## src/rtl/ctrl_sequencer.sv

```systemverilog
// ctrl_sequencer: multi-cycle control sequencer for the processor datapath.
// Owns the PC, fetches 9-bit instructions, issues them to the ALU over a
// go/done handshake, resolves branches and strobes register writeback.
// Ports:
//   clk_i, rst_ni          clock, asynchronous active-low reset
//   start_i, start_addr_i  start execution at start_addr_i (IDLE only)
//   instr_i, inst_addr_o   instruction memory read data / address (PC)
//   alu_op_o, alu_go_o     ALU opcode (IR[8:5]) and one-cycle start pulse
//   alu_done_i, alu_flag_i ALU completion and branch condition
//   reg_wr_en_o            register-file write strobe (WB, non-branch)
//   done_o, err_o          sticky halt status (normal / error)
//   instr_count_o          retired-instruction counter
module ctrl_sequencer #(
  parameter int unsigned PW      = 10,
  parameter int unsigned TIMEOUT = 15
) (
  input  logic          clk_i,
  input  logic          rst_ni,
  input  logic          start_i,
  input  logic [PW-1:0] start_addr_i,
  input  logic [8:0]    instr_i,
  output logic [PW-1:0] inst_addr_o,
  output logic [3:0]    alu_op_o,
  output logic          alu_go_o,
  input  logic          alu_done_i,
  input  logic          alu_flag_i,
  output logic          reg_wr_en_o,
  output logic          done_o,
  output logic          err_o,
  output logic [15:0]   instr_count_o
);

  localparam int unsigned WW = $clog2(TIMEOUT + 1);

  typedef enum logic [2:0] {
    S_IDLE, S_FETCH, S_DECODE, S_EXEC, S_WB, S_HALT
  } state_e;

  state_e        state_q;
  logic [PW-1:0] pc_q;
  logic [8:0]    ir_q;
  logic [WW-1:0] wait_q;
  logic          flag_q;
  logic          alu_go_q;
  logic          reg_wr_en_q;
  logic          done_q;
  logic          err_q;
  logic [15:0]   instr_count_q;

  logic [3:0]    opcode;
  logic          is_branch;
  logic [PW-1:0] pc_d;

  // Decode helpers and next-PC selection for WB.
  assign opcode    = ir_q[8:5];
  assign is_branch = (opcode == 4'd8) || (opcode == 4'd9) || (opcode == 4'd11);
  assign pc_d      = (is_branch && flag_q)
                   ? pc_q + {{(PW-5){ir_q[4]}}, ir_q[4:0]}
                   : pc_q + PW'(1);

  // Sequencer FSM; pulse outputs default low every cycle.
  always_ff @(posedge clk_i or negedge rst_ni) begin
    if (!rst_ni) begin
      state_q       <= S_IDLE;
      pc_q          <= '0;
      ir_q          <= '0;
      wait_q        <= '0;
      flag_q        <= 1'b0;
      alu_go_q      <= 1'b0;
      reg_wr_en_q   <= 1'b0;
      done_q        <= 1'b0;
      err_q         <= 1'b0;
      instr_count_q <= '0;
    end else begin
      alu_go_q    <= 1'b0;
      reg_wr_en_q <= 1'b0;
      case (state_q)
        S_IDLE: begin
          if (start_i) begin
            pc_q          <= start_addr_i;
            instr_count_q <= '0;
            done_q        <= 1'b0;
            err_q         <= 1'b0;
            state_q       <= S_FETCH;
          end
        end
        S_FETCH: begin
          ir_q    <= instr_i;
          state_q <= S_DECODE;
        end
        S_DECODE: begin
          if (opcode <= 4'd11) begin
            alu_go_q <= 1'b1;
            wait_q   <= WW'(1);
            state_q  <= S_EXEC;
          end else if (opcode == 4'd15) begin
            done_q  <= 1'b1;
            state_q <= S_HALT;
          end else begin
            err_q   <= 1'b1;
            state_q <= S_HALT;
          end
        end
        S_EXEC: begin
          // Done on the TIMEOUT-th cycle still wins over the timeout.
          if (alu_done_i) begin
            flag_q      <= alu_flag_i;
            reg_wr_en_q <= !is_branch;
            state_q     <= S_WB;
          end else if (wait_q == WW'(TIMEOUT)) begin
            err_q   <= 1'b1;
            state_q <= S_HALT;
          end else begin
            wait_q <= wait_q + WW'(1);
          end
        end
        S_WB: begin
          pc_q          <= pc_d;
          instr_count_q <= instr_count_q + 16'd1;
          state_q       <= S_FETCH;
        end
        S_HALT: begin
          state_q <= S_HALT;
        end
        default: state_q <= S_IDLE;
      endcase
    end
  end

  assign inst_addr_o   = pc_q;
  assign alu_op_o      = ir_q[8:5];
  assign alu_go_o      = alu_go_q;
  assign reg_wr_en_o   = reg_wr_en_q;
  assign done_o        = done_q;
  assign err_o         = err_q;
  assign instr_count_o = instr_count_q;

endmodule

```

## config.mk

```make
export PLATFORM = sky130hd
export DESIGN_NAME = ctrl_sequencer
export DESIGN_NICKNAME = d
export VERILOG_FILES = /design/src/rtl/ctrl_sequencer.sv
export SDC_FILE = /design/constraint.sdc
export NUM_CORES = 1
export LEC_CHECK = 0
export BUFFER_PORTS_ARGS = -buffer_cell sky130_fd_sc_hd__buf_2
export CAP_MARGIN = 10
export CORE_AREA = 2 2 83 85
export CTS_CLUSTER_DIAMETER = 60
export DETAILED_ROUTE_END_ITERATION = 8
export DIE_AREA = 0 0 85 87
export MAX_ROUTING_LAYER = met4
export PLACE_DENSITY = 0.69
export RECOVER_POWER = 100
export SKIP_LAST_GASP = 1
export SLEW_MARGIN = 25
export SYNTH_ARGS = -nofsm -noshare
export SYNTH_HDL_FRONTEND = slang
export SYNTH_SLANG_ARGS = --single-unit
```

## constraint.sdc

```tcl
create_clock -name clk_i -period 3.4 [get_ports clk_i]
set_input_delay 0.17 -clock clk_i [delete_from_list [all_inputs] [get_ports clk_i]]
set_output_delay 0.17 -clock clk_i [all_outputs]
set_load 0.02 [all_outputs]
```

==> results of run 1 <==
what timing repair did:
item | CTS | global route
buffers inserted | 0 | 0
hold endpoints to repair | 47 | 0
hold buffers | 1 | 0
cells by family (layout without fill, tap and decap cells):
logic type	count (synthesis)	in the layout	synth area share
AO/OA/AOI/OAI	68	68	0.167
XOR/XNOR	3	3	0.0103
adder cells (fa/ha/maj)	7	7	0.0374
buffers and inverters	19	72	0.0344
flip-flops	47	47	0.462
multiplexers	16	16	0.0678
AND/OR/NAND/NOR	105	105	0.221
worst paths after layout:
check | startpoint | endpoint | slack (ps)
worst max-delay path | ir_q[7] | inst_addr_o[9] | 470
worst min register to register | instr_count_o[15] | instr_count_o[15] | 470
max in group asynchronous | rst_ni | inst_addr_o[1] | 2570
min in group asynchronous | rst_ni | alu_go_o | 400
worst min-delay path | instr_i[8] | ir_q[8] | 90
worst max register to register | ir_q[7] | inst_addr_o[9] | 470
registers in the layout, summed over array words and instances (netlist names):
name	count
alu_go_o	1
done_o	1
err_o	1
flag_q	1
inst_addr_o	10
instr_count_o	16
ir_q	9
reg_wr_en_o	1
state_q	3
wait_q	4
report_power, final:
group | internal [mW] | total [mW] | switching [mW]
registers | 0.732 | 0.945 | 0.213
clock network | 0.143 | 0.339 | 0.196
logic | 0.392 | 1.01 | 0.617
worst max-delay path, stage by stage (launching register included):
cell	delay [ps]
dfrtp_1	450
nand2b_1	210
nor2_1	240
and3_1	250
ha_1	250
a211oi_1	270
o21bai_1	150
or4_2	670
a21o_2	230
o221a_2	120
cells in the final DEF, fill, tap and decap left out, drive strengths merged, types with 4 or more instances in the layout:
cell and n:
o31ai 5, o21ai 27, nor3 11, buf 24, mux2 10, nor2 9
clkbuf 40, nor4 4, a21oi 12, nand2 28, and3 9, mux2i 6
ha 6, dfrtp 47, nor2b 6, o22ai 4, nand3 17, inv 4
stage by stage:
| step | area (um2) | instances | total power, mW | util | hold WS (ps) |
|---|---|---|---|---|---|
| 2_1_floorplan | 2540 | 265 | 1.73 | - | -126 |
| 3_3_place_gp | 2880 | 389 | 1.98 | 0.438 | 404 |
| 3_5_place_dp | 2880 | 389 | 2.02 | 0.438 | 227 |
| 4_1_cts | 2980 | 398 | 2.36 | 0.454 | 86.0 |
| 5_1_grt | 2920 | 398 | 2.49 | 0.444 | 93.8 |
| 6_report | 2920 | 398 | 2.29 | 0.444 | 94.5 |
layer usage:
layer | vias up | global-route usage
li1 | 1073 | -
met1 | 1022 | 0.204
met4 | 0 | 0.0635
met3 | 9 | 0.0265
met5 | - | -
met2 | 44 | 0.283
final cells by class:
class,count,area (um2)
clock inverter,3,20.0
clock buffer,5,68.8
timing repair buffer,60,267
sequential,47,1180
tap,80,100
fill,670,3650
multi-input combinational,199,1270
inverter,4,15.0
==> results.md, run 1 <==
- Outcome: finished clean
- Critical path class: register to register
- #FFs+latches synth: 47
- Number of synthesized flops with an enable pin: 0
- # IOs: 58
- Die area: between 7000 and 8000 um2
- Async set or reset register ratio after synthesis: 1.00
- CTS Buf Count: 5
- Clk sinks: 47
- Starting Density: 0.387
- Met3 wire length: ~220 um
- DIE HEIGHT: around 87 um
- DRT iter0 DRCs: just over 100
- Clk_lat worst skew: about 300 ps
- Power per cell area: between 700 and 800 nW/um2
- Clock root buffer: clkbuf_8
- Hold violation count in the final report: 0
- Main synth FF type: dfrtp_1
- Max cap viols: 0
- Core area: ~6600 um2
- Most frequent cells after synthesis: dfrtp_1 (47), nand2_1 (28), o21ai_0 (26)
- Leakage power total: ~1.3 nW
- Cells on Worst Hold Path: 2
- Die Span X: roughly 85 um
- Initial antenna violation count: 0
- YS warnings: 0
- Final setup vio count: 0
- Pre-CTS WS: between 600 and 700 ps
- H-tree depth: 2
- Routed WL per cell: 14.5 um
- GRT overflow: 0
- Final WL: between 5 and 6 mm
- P&R area growth vs syn: 14.7%
- Vias in the first global route: around 2,100
- Crit path max fanout: 7
- Syn Nets: roughly 300
- Share of cells above drive strength 1: 0.160
- CTS tree: yes
- Final WS setup: 466 ps
- Synth Cell Area: 2540 um2
- DRC viols: 0
- GP Congestion: roughly 0.85
- Min-delay worst type: input pin to register
- Share of the synthesized area in the top cell type: 0.462
- Row count: 30
- Crit path arrival time: between 3000 and 4000 ps
- DRT Pass-1 Iters: 4
- Final Cycle Share: 0.863
- Setup Skew: 7.16 ps
- Total track usage: 0.168
- VDD IR-drop max: slightly below 0.0004 V
- Cells after Synth: ~270
- Count leader, synth: dfrtp_1
- Fmax: roughly 340 MHz
- Highest metal used: met4
- Seq/Total Area, Yosys: 0.462
- Synth area leaders: dfrtp_1 (46%), o21ai_0 (5.1%), mux2_2 (4.4%)
- Worst-path clk slew: ~90 ps
- RSZ-0062 raised after global routing: false
- Max_slew headroom: 0.205
- Largest net degree at the start of global routing: 48
- Avg Cell Area, Syn: between 9 and 10 um2
- Post-route ant nets: 0
- Nets: approximately 350
- Cells on worst reg2reg path: 9
- Fin crit period: 2930 ps
- ANT cells: 0
- DP HPWL: between 4 and 5 mm
- DR vias: approximately 2,100
- Critical Path RT: between 3000 and 4000 ps
- Met1 Wirelength: 2.73 mm
- First-pass GRT wire length: about 9.7 mm
- Post-CTS sizing: 0
- Slew @ Worst Pin: around 1200 ps
- Setup_tns: 0 ps
- CP Capture Type: register
- CTS max path bufs: 2
- Area leader, netlist: dfrtp_1
- Met2 routed WL: ~2.7 mm
- Synth cell types: 48
- Fin. max-slew vios: 0
- Startpoint Class: register
- PortBufs: between 50 and 60
- Drt via density: 5.40
Note: power is estimated with default switching activity, not from simulation.
==> run 2, diff against run 1 <==
--- a/config.mk
+++ b/config.mk
@@ -5,14 +5,14 @@
 export SDC_FILE = /design/constraint.sdc
 export NUM_CORES = 1
 export LEC_CHECK = 0
-export BUFFER_PORTS_ARGS = -buffer_cell sky130_fd_sc_hd__buf_2
 export CAP_MARGIN = 10
 export CORE_AREA = 2 2 83 85
 export CTS_CLUSTER_DIAMETER = 60
 export DETAILED_ROUTE_END_ITERATION = 8
 export DIE_AREA = 0 0 85 87
+export DONT_BUFFER_PORTS = 1
 export MAX_ROUTING_LAYER = met4
-export PLACE_DENSITY = 0.69
+export PLACE_DENSITY = 0.62
 export RECOVER_POWER = 100
 export SKIP_LAST_GASP = 1
 export SLEW_MARGIN = 25
==> run 2 against run 1 <==
Register-to-register slack lost 60 ps. The run now ends with max-capacitance violations, max-slew violations left. Fmax fell by 2.1%. Critical path depth unchanged. Power shrank 3.5%. Design area decreased by 7.6%. Utilization down 3.4 points. Final cell count shrank 13%. First-iteration DRC count shrank 14%. Clock-buffer cell count grew 1. Largest cell class unchanged. Critical endpoint unchanged. Critical path type unchanged. Sequential share of layout area rose by 3.3 points. Sequential power increased by 15%. Worst setup slack worse by 64 ps.
==> results.md, run 2 (same netlist as run 1, synthesis figures left out) <==
- Clock root buffer: clkbuf_8
- CTS max path bufs: 2 (unchanged)
- Fmax: 334 MHz (-2.1%)
- Post-CTS Setup Inserts: 0 (unchanged)
- Leading cell type in the layout, fill and taps excluded: dfrtp_1
- Max_slew headroom: -0.464 (-0.669)
- DRT Pass-1 Iters: 4 (unchanged)
- Final setup vio count: 0 (unchanged)
- Core area: 6570 um2 (unchanged)
- ANT cells: 0 (unchanged)
- DRT iter0 DRCs: 87 (-14%)
- Total power: 2.21 mW (-3.5%)
- Initial antenna violation count: 0 (unchanged)
- Failing checks: max-capacitance violations, max-slew violations
- Crit path max fanout: 7 (unchanged)
- Max reg flops: 16 (unchanged)
- Drt via density: 5.73 (+6.2%)
- Clk_lat worst skew: 300 ps (about the same)
- Total track usage: 0.171 (+0.00241)
- Die Span X: 85 um (unchanged)
- Power per cell area: 821 nW/um2 (+4.4%)
- CP Capture Type: register
- Max cap viols: 1 (+1)
- RSZ-0062 raised after global routing: false
- Cells on Worst Hold Path: 1 (-1)
- P&R area growth vs syn: 5.95%
- H-tree depth: 2 (unchanged)
- Nets: 295 (-15%)
- CTS tree: yes
- Post-CTS sizing: 0 (unchanged)
- Routed WL per cell: 17.2 um (+19%)
- Register area: 1180 um2 (unchanged)
- Leakage power total: 1.20 nW (-9.1%)
- Cell Area, Placed: 2600 um2 (-9.7%)
- Hold_buf cts: 2 (+1)
- Setup_tns: 0 ps (unchanged)
- Die area: 7400 um2 (unchanged)
- PortBufs: 0 (-100%)
- Outcome: complete, but fails checks
- Slew @ Worst Pin: 2200 ps (+1010 ps)
- Fin crit period: 3000 ps (+63.8 ps)
- Post-route ant nets: 0 (unchanged)
- GP Congestion: 0.810 (-4.2%)
- Hold violation count in the final report: 0 (unchanged)
- DP HPWL: 4.22 mm (-2.1%)
- Final WS setup: 402 ps (-63.8 ps)
- Final Cycle Share: 0.882 (+0.0188)
- Cells on worst reg2reg path: 9 (unchanged)
- Setup Skew: 9.42 ps (+2.25 ps)
- Fill cells: 652 (-2.7%)
- Startpoint Class: register
- Final WL: 5.95 mm (+3.0%)
- Multi-input logic area: 1260 um2 (-0.49%)
- Most frequent cells in the layout: dfrtp_1 (47), nand2_1 (28), o21ai_0 (27)
- Worst-path clk slew: 90 ps (about the same)
- Crit path arrival time: 3240 ps (+110 ps)
- GRT overflow: 0 (unchanged)
- VDD IR-drop max: 0.000464 V (+19%)
- DR vias: 1,977 (-8.0%)
- Vias in the first global route: 1,866 (-12%)
- Starting Density: 0.387 (unchanged)
- # IOs: 58 (unchanged)
- Min-delay worst type: input pin to register
- CTS Buf Count: 5 (unchanged)
- Critical Path RT: 3640 ps (+40 ps)
- Final Cell Area: 2700 um2 (-7.6%)
- Largest net degree at the start of global routing: 48 (unchanged)
- Worst hold margin: 13.3 ps (-81.2 ps)
- Pre-CTS WS: 506 ps (-181 ps)
- First-pass GRT wire length: 9.68 mm (+0.14%)
- Critical path class: register to register
- DRC viols: 0 (unchanged)
- Share of cells above drive strength 1: 0.0943 (-0.0660)
- DIE HEIGHT: 87 um (unchanged)
- Fin. max-slew vios: 48 (+48)
- Clk sinks: 47 (unchanged)
- Row count: 30 (unchanged)
==> run 2: cell type report <==
| cell class | instances | area share |
|---|---|---|
| Clock buffer | 6 | 0.0269 |
| Clock inverter | 2 | 0.00464 |
| Inverter | 4 | 0.00557 |
| Multi-Input combinational cell | 199 | 0.469 |
| Sequential cell | 47 | 0.436 |
| Tap cell | 80 | 0.0371 |
| Timing Repair Buffer | 7 | 0.0204 |
==> run 2: routing by layer <==
layer  wire length, um  share of wire  vias to the layer above  track usage
li1                  -              -                      962            -
met1              2710           0.46                      967        0.228
met2              2830           0.47                       44        0.259
met3               352          0.059                        4       0.0483
met4                57         0.0096                        0       0.0390
met5                 0              0                        -            -
==> run 2: per-stage QoR <==
stage                util  cells
floorplan               -    265
global placement    0.396    333
detailed placement  0.396    333
CTS                 0.414    343
global route        0.410    345
finish              0.410    345
==> run 2: worst paths after layout <==
| kind | startpoint | endpoint | slack [ps] |
|---|---|---|---|
| max | ir_q[7] | inst_addr_o[9] | 400 |
| min | instr_i[3] | ir_q[3] | 10 |
| max reg2reg | ir_q[7] | inst_addr_o[9] | 400 |
| min reg2reg | wait_q[2] | wait_q[2] | 510 |
| max in group asynchronous | rst_ni | ir_q[4] | 850 |
| min in group asynchronous | rst_ni | instr_count_o[1] | 1280 |
==> run 2: power breakdown <==
group	switching (mW)	total (mW)	internal [mW]	leakage, nW
clock network	0.192	0.336	0.144	0.0412
registers	0.364	1.09	0.729	0.597
logic	0.440	0.783	0.343	0.558
total	0.996	2.21	1.22	1.20
==> run 2: worst max-delay path: stages (launching register included) <==
cell and delay (ps):
dfrtp_1 520, nand2b_1 260, nor2_1 270, and3_1 260, ha_1 260, a211oi_1 290, o21bai_1 150, or4_1 540
a31oi_1 190, o221a_2 200
==> run 3, diff against run 2 <==
--- a/config.mk
+++ b/config.mk
@@ -6,13 +6,13 @@
 export NUM_CORES = 1
 export LEC_CHECK = 0
 export CAP_MARGIN = 10
-export CORE_AREA = 2 2 83 85
+export CORE_AREA = 2 2 72 74
 export CTS_CLUSTER_DIAMETER = 60
 export DETAILED_ROUTE_END_ITERATION = 8
-export DIE_AREA = 0 0 85 87
+export DIE_AREA = 0 0 74 76
 export DONT_BUFFER_PORTS = 1
 export MAX_ROUTING_LAYER = met4
-export PLACE_DENSITY = 0.62
+export PLACE_DENSITY = 0.76
 export RECOVER_POWER = 100
 export SKIP_LAST_GASP = 1
 export SLEW_MARGIN = 25
==> run 3 against run 2 <==
The flow still finishes with violations (max-capacitance violations, max-slew violations). Routed wire length is 10% lower. Sequential cell count stayed put. Die area is 24% lower. Worst setup slack better by 43 ps. Non-clock buffer count is 3 lower. First-iteration DRC count is 69% higher.
==> results.md, run 3 (same netlist as run 1, synthesis figures left out) <==
- Outcome: complete, but fails checks
- Failing checks: max-capacitance violations, max-slew violations
- DRT iter0 DRCs: 147 (+69%)
- Final Cell Area: 2650 um2 (-1.6%)
- Clock Power Share: 0.148 (-0.004)
- Setup_tns: 0 ps (unchanged)
- Fmax: 338 MHz (+1.5%)
- Cells on Worst Hold Path: 1 (unchanged)
- R2R Setup Slk: 440 ps (+40 ps)
- Worst-path clk slew: 90 ps (about the same)
- Finished Layout Cells: 332 (-3.8%)
- Hold Path Sink: ir_q[8]
- DP HPWL: 3.91 mm (-7.3%)
- GRT overflow: 0 (unchanged)
- Die area: 5620 um2 (-24%)
- Die Span X: 74 um (-13%)
- CTS tree: yes
- Leading cell type in the layout, fill and taps excluded: dfrtp_1
- Vias in the first global route: 1,928 (+3.3%)
- CP Capture Type: register
- Max reg flops: 16 (unchanged)
- Slew @ Worst Pin: 2490 ps (+297 ps)
- Final WS setup: 445 ps (+43.0 ps)
- Starting Density: 0.518 (+0.131)
- Pre-CTS WS: 526 ps (+19.9 ps)
- Crit path arrival time: 3190 ps (-50 ps)
- Fin crit period: 2960 ps (-43.0 ps)
- Sw power: 979 uW (-1.7%)
- Core area: 4910 um2 (-25%)
- Fin. max-slew vios: 48 (unchanged)
- Cell-internal power: 1.21 mW (-0.18%)
- Critical path class: register to register
- Most frequent cells in the layout: dfrtp_1 (47), nand2_1 (28), o21ai_0 (27)
- DIE HEIGHT: 76 um (-13%)
- Row count: 26 (-13%)
- DRC viols: 0 (unchanged)
- Leakage power total: 1.18 nW (-1.0%)
- Sw Share: 0.446 (-0.00370)
- Reg2reg end: inst_addr_o[9]
- # IOs: 58 (unchanged)
- H-tree depth: 2 (unchanged)
- GP Congestion: 0.869 (+7.2%)
- Setup Skew: 8.53 ps (-0.884 ps)
- Logic pwr share: 0.355 (about the same)
- Clock root buffer: clkbuf_8
- Largest net degree at the start of global routing: 48 (unchanged)
- Final setup vio count: 0 (unchanged)
- CTS max path bufs: 2 (unchanged)
- Clk_lat worst skew: 290 ps (about the same)
- P&R area growth vs syn: 4.28%
- Dpl cells: 322 (-3.3%)
- Min-delay worst type: input pin to register
- Drt via density: 6.00 (+4.7%)
- Met3 wire length: 329 um (-6.5%)
- Nets: 292 (-1.0%)
- Crit path max fanout: 7 (unchanged)
- Routed WL per cell: 16.1 um (-6.5%)
- PortBufs: 0 (unchanged)
- Total track usage: 0.212 (+0.0416)
- DRT Pass-1 Iters: 5 (+1)
- Startpoint Class: register
- Met1 Wirelength: 2.46 mm (-9.5%)
- Hold violation count in the final report: 0 (unchanged)
- Post-route ant nets: 0 (unchanged)
- Cell Area, Placed: 2580 um2 (-0.77%)
- Final WL: 5.36 mm (-10%)
- First-pass GRT wire length: 9.19 mm (-5.1%)
- DR vias: 1,992 (+0.76%)
- Hold wc startpoint: instr_i[8]
- Met2 routed WL: 2.51 mm (-11%)
- Max cap viols: 1 (unchanged)
- ANT cells: 0 (unchanged)
- Worst hold margin: 20.5 ps (+7.18 ps)
- Initial antenna violation count: 0 (unchanged)
- Highest metal used: met4
- RSZ-0062 raised after global routing: false
- Power per cell area: 827 nW/um2 (+0.74%)
- Clk sinks: 47 (unchanged)
- VDD IR-drop max: 0.000461 V (-0.60%)
- Critical Path RT: 3630 ps (about the same)
- Cells on worst reg2reg path: 9 (unchanged)
- Seq pwr share: 0.497 (+0.003)
- Post-CTS sizing: 0 (unchanged)
- R2r startpoint: ir_q[7]
- Share of cells above drive strength 1: 0.0954 (+0.00108)
- Max_slew headroom: -0.661 (-0.198)
- Final Cycle Share: 0.869 (-0.0126)
- CTS Buf Count: 5 (unchanged)
## run 3: cell types whose count changed in the layout (fill, tap and decap cells not counted)
cell | before | now
and2_0 | 2 | 1
and2_1 | 1 | 2
clkdlybuf4s25_1 | 1 | 0
dlygate4sd3_1 | 3 | 1
## run 3: timing repair
item / 4_1_cts / 5_1_grt
hold buffers: 2 / 0
setup buffers: 0 / 0
hold endpoints to repair: 47 / 0
## run 3: area by class of cell
type	count	area, um2
clock buffer	6	72.6
fill	451	2260
sequential	47	1180
multi-input combinational	199	1260
timing repair buffer	4	25.0
clock inverter	2	12.5
inverter	4	15.0
tap	70	87.6
## run 3: metrics by stage
step / power, mW / util
after global routing: 2.38 / 0.540
after CTS: 2.24 / 0.550
final: 2.19 / 0.540
after global placement: 1.86 / 0.525
after detailed placement: 1.89 / 0.525
after floorplan: 1.73 / -
## run 3: how the worst max path moves through the flow
| stage | slack, ps | depth (start not counted) | to | startpoint |
|---|---|---|---|---|
| 2_1_floorplan | 850 | 9 | inst_addr_o[9] | ir_q[7] |
| 3_3_place_gp | 590 | 9 | inst_addr_o[9] | ir_q[7] |
| 3_5_place_dp | 530 | 9 | inst_addr_o[9] | ir_q[7] |
| 4_1_cts | 500 | 9 | inst_addr_o[9] | ir_q[7] |
| 5_1_grt | 200 | 9 | inst_addr_o[9] | ir_q[7] |
| 6_report | 440 | 9 | inst_addr_o[9] | ir_q[7] |
## run 3: layer usage
| metal | track usage | vias to the layer above |
|---|---|---|
| met4 | 0.0600 | 0 |
| met3 | 0.0648 | 6 |
| met1 | 0.275 | 962 |
| met5 | - | - |
| met2 | 0.321 | 59 |
| li1 | - | 965 |
## run 3: power groups by stage
stage	Clock [mW]	Combinational [mW]	Sequential [mW]
global route	0.363	0.887	1.13
global placement	0	0.761	1.10
CTS	0.338	0.802	1.10
detailed placement	0	0.782	1.11
finish	0.325	0.779	1.09
floorplan	0	0.754	0.972
## run 3: critical path, stage by stage (launching register included)
cell	delay, ps
dfrtp_1	520
nand2b_1	260
nor2_1	260
and3_1	260
ha_1	260
a211oi_1	270
o21bai_1	140
or4_1	530
a31oi_1	190
o221a_2	200
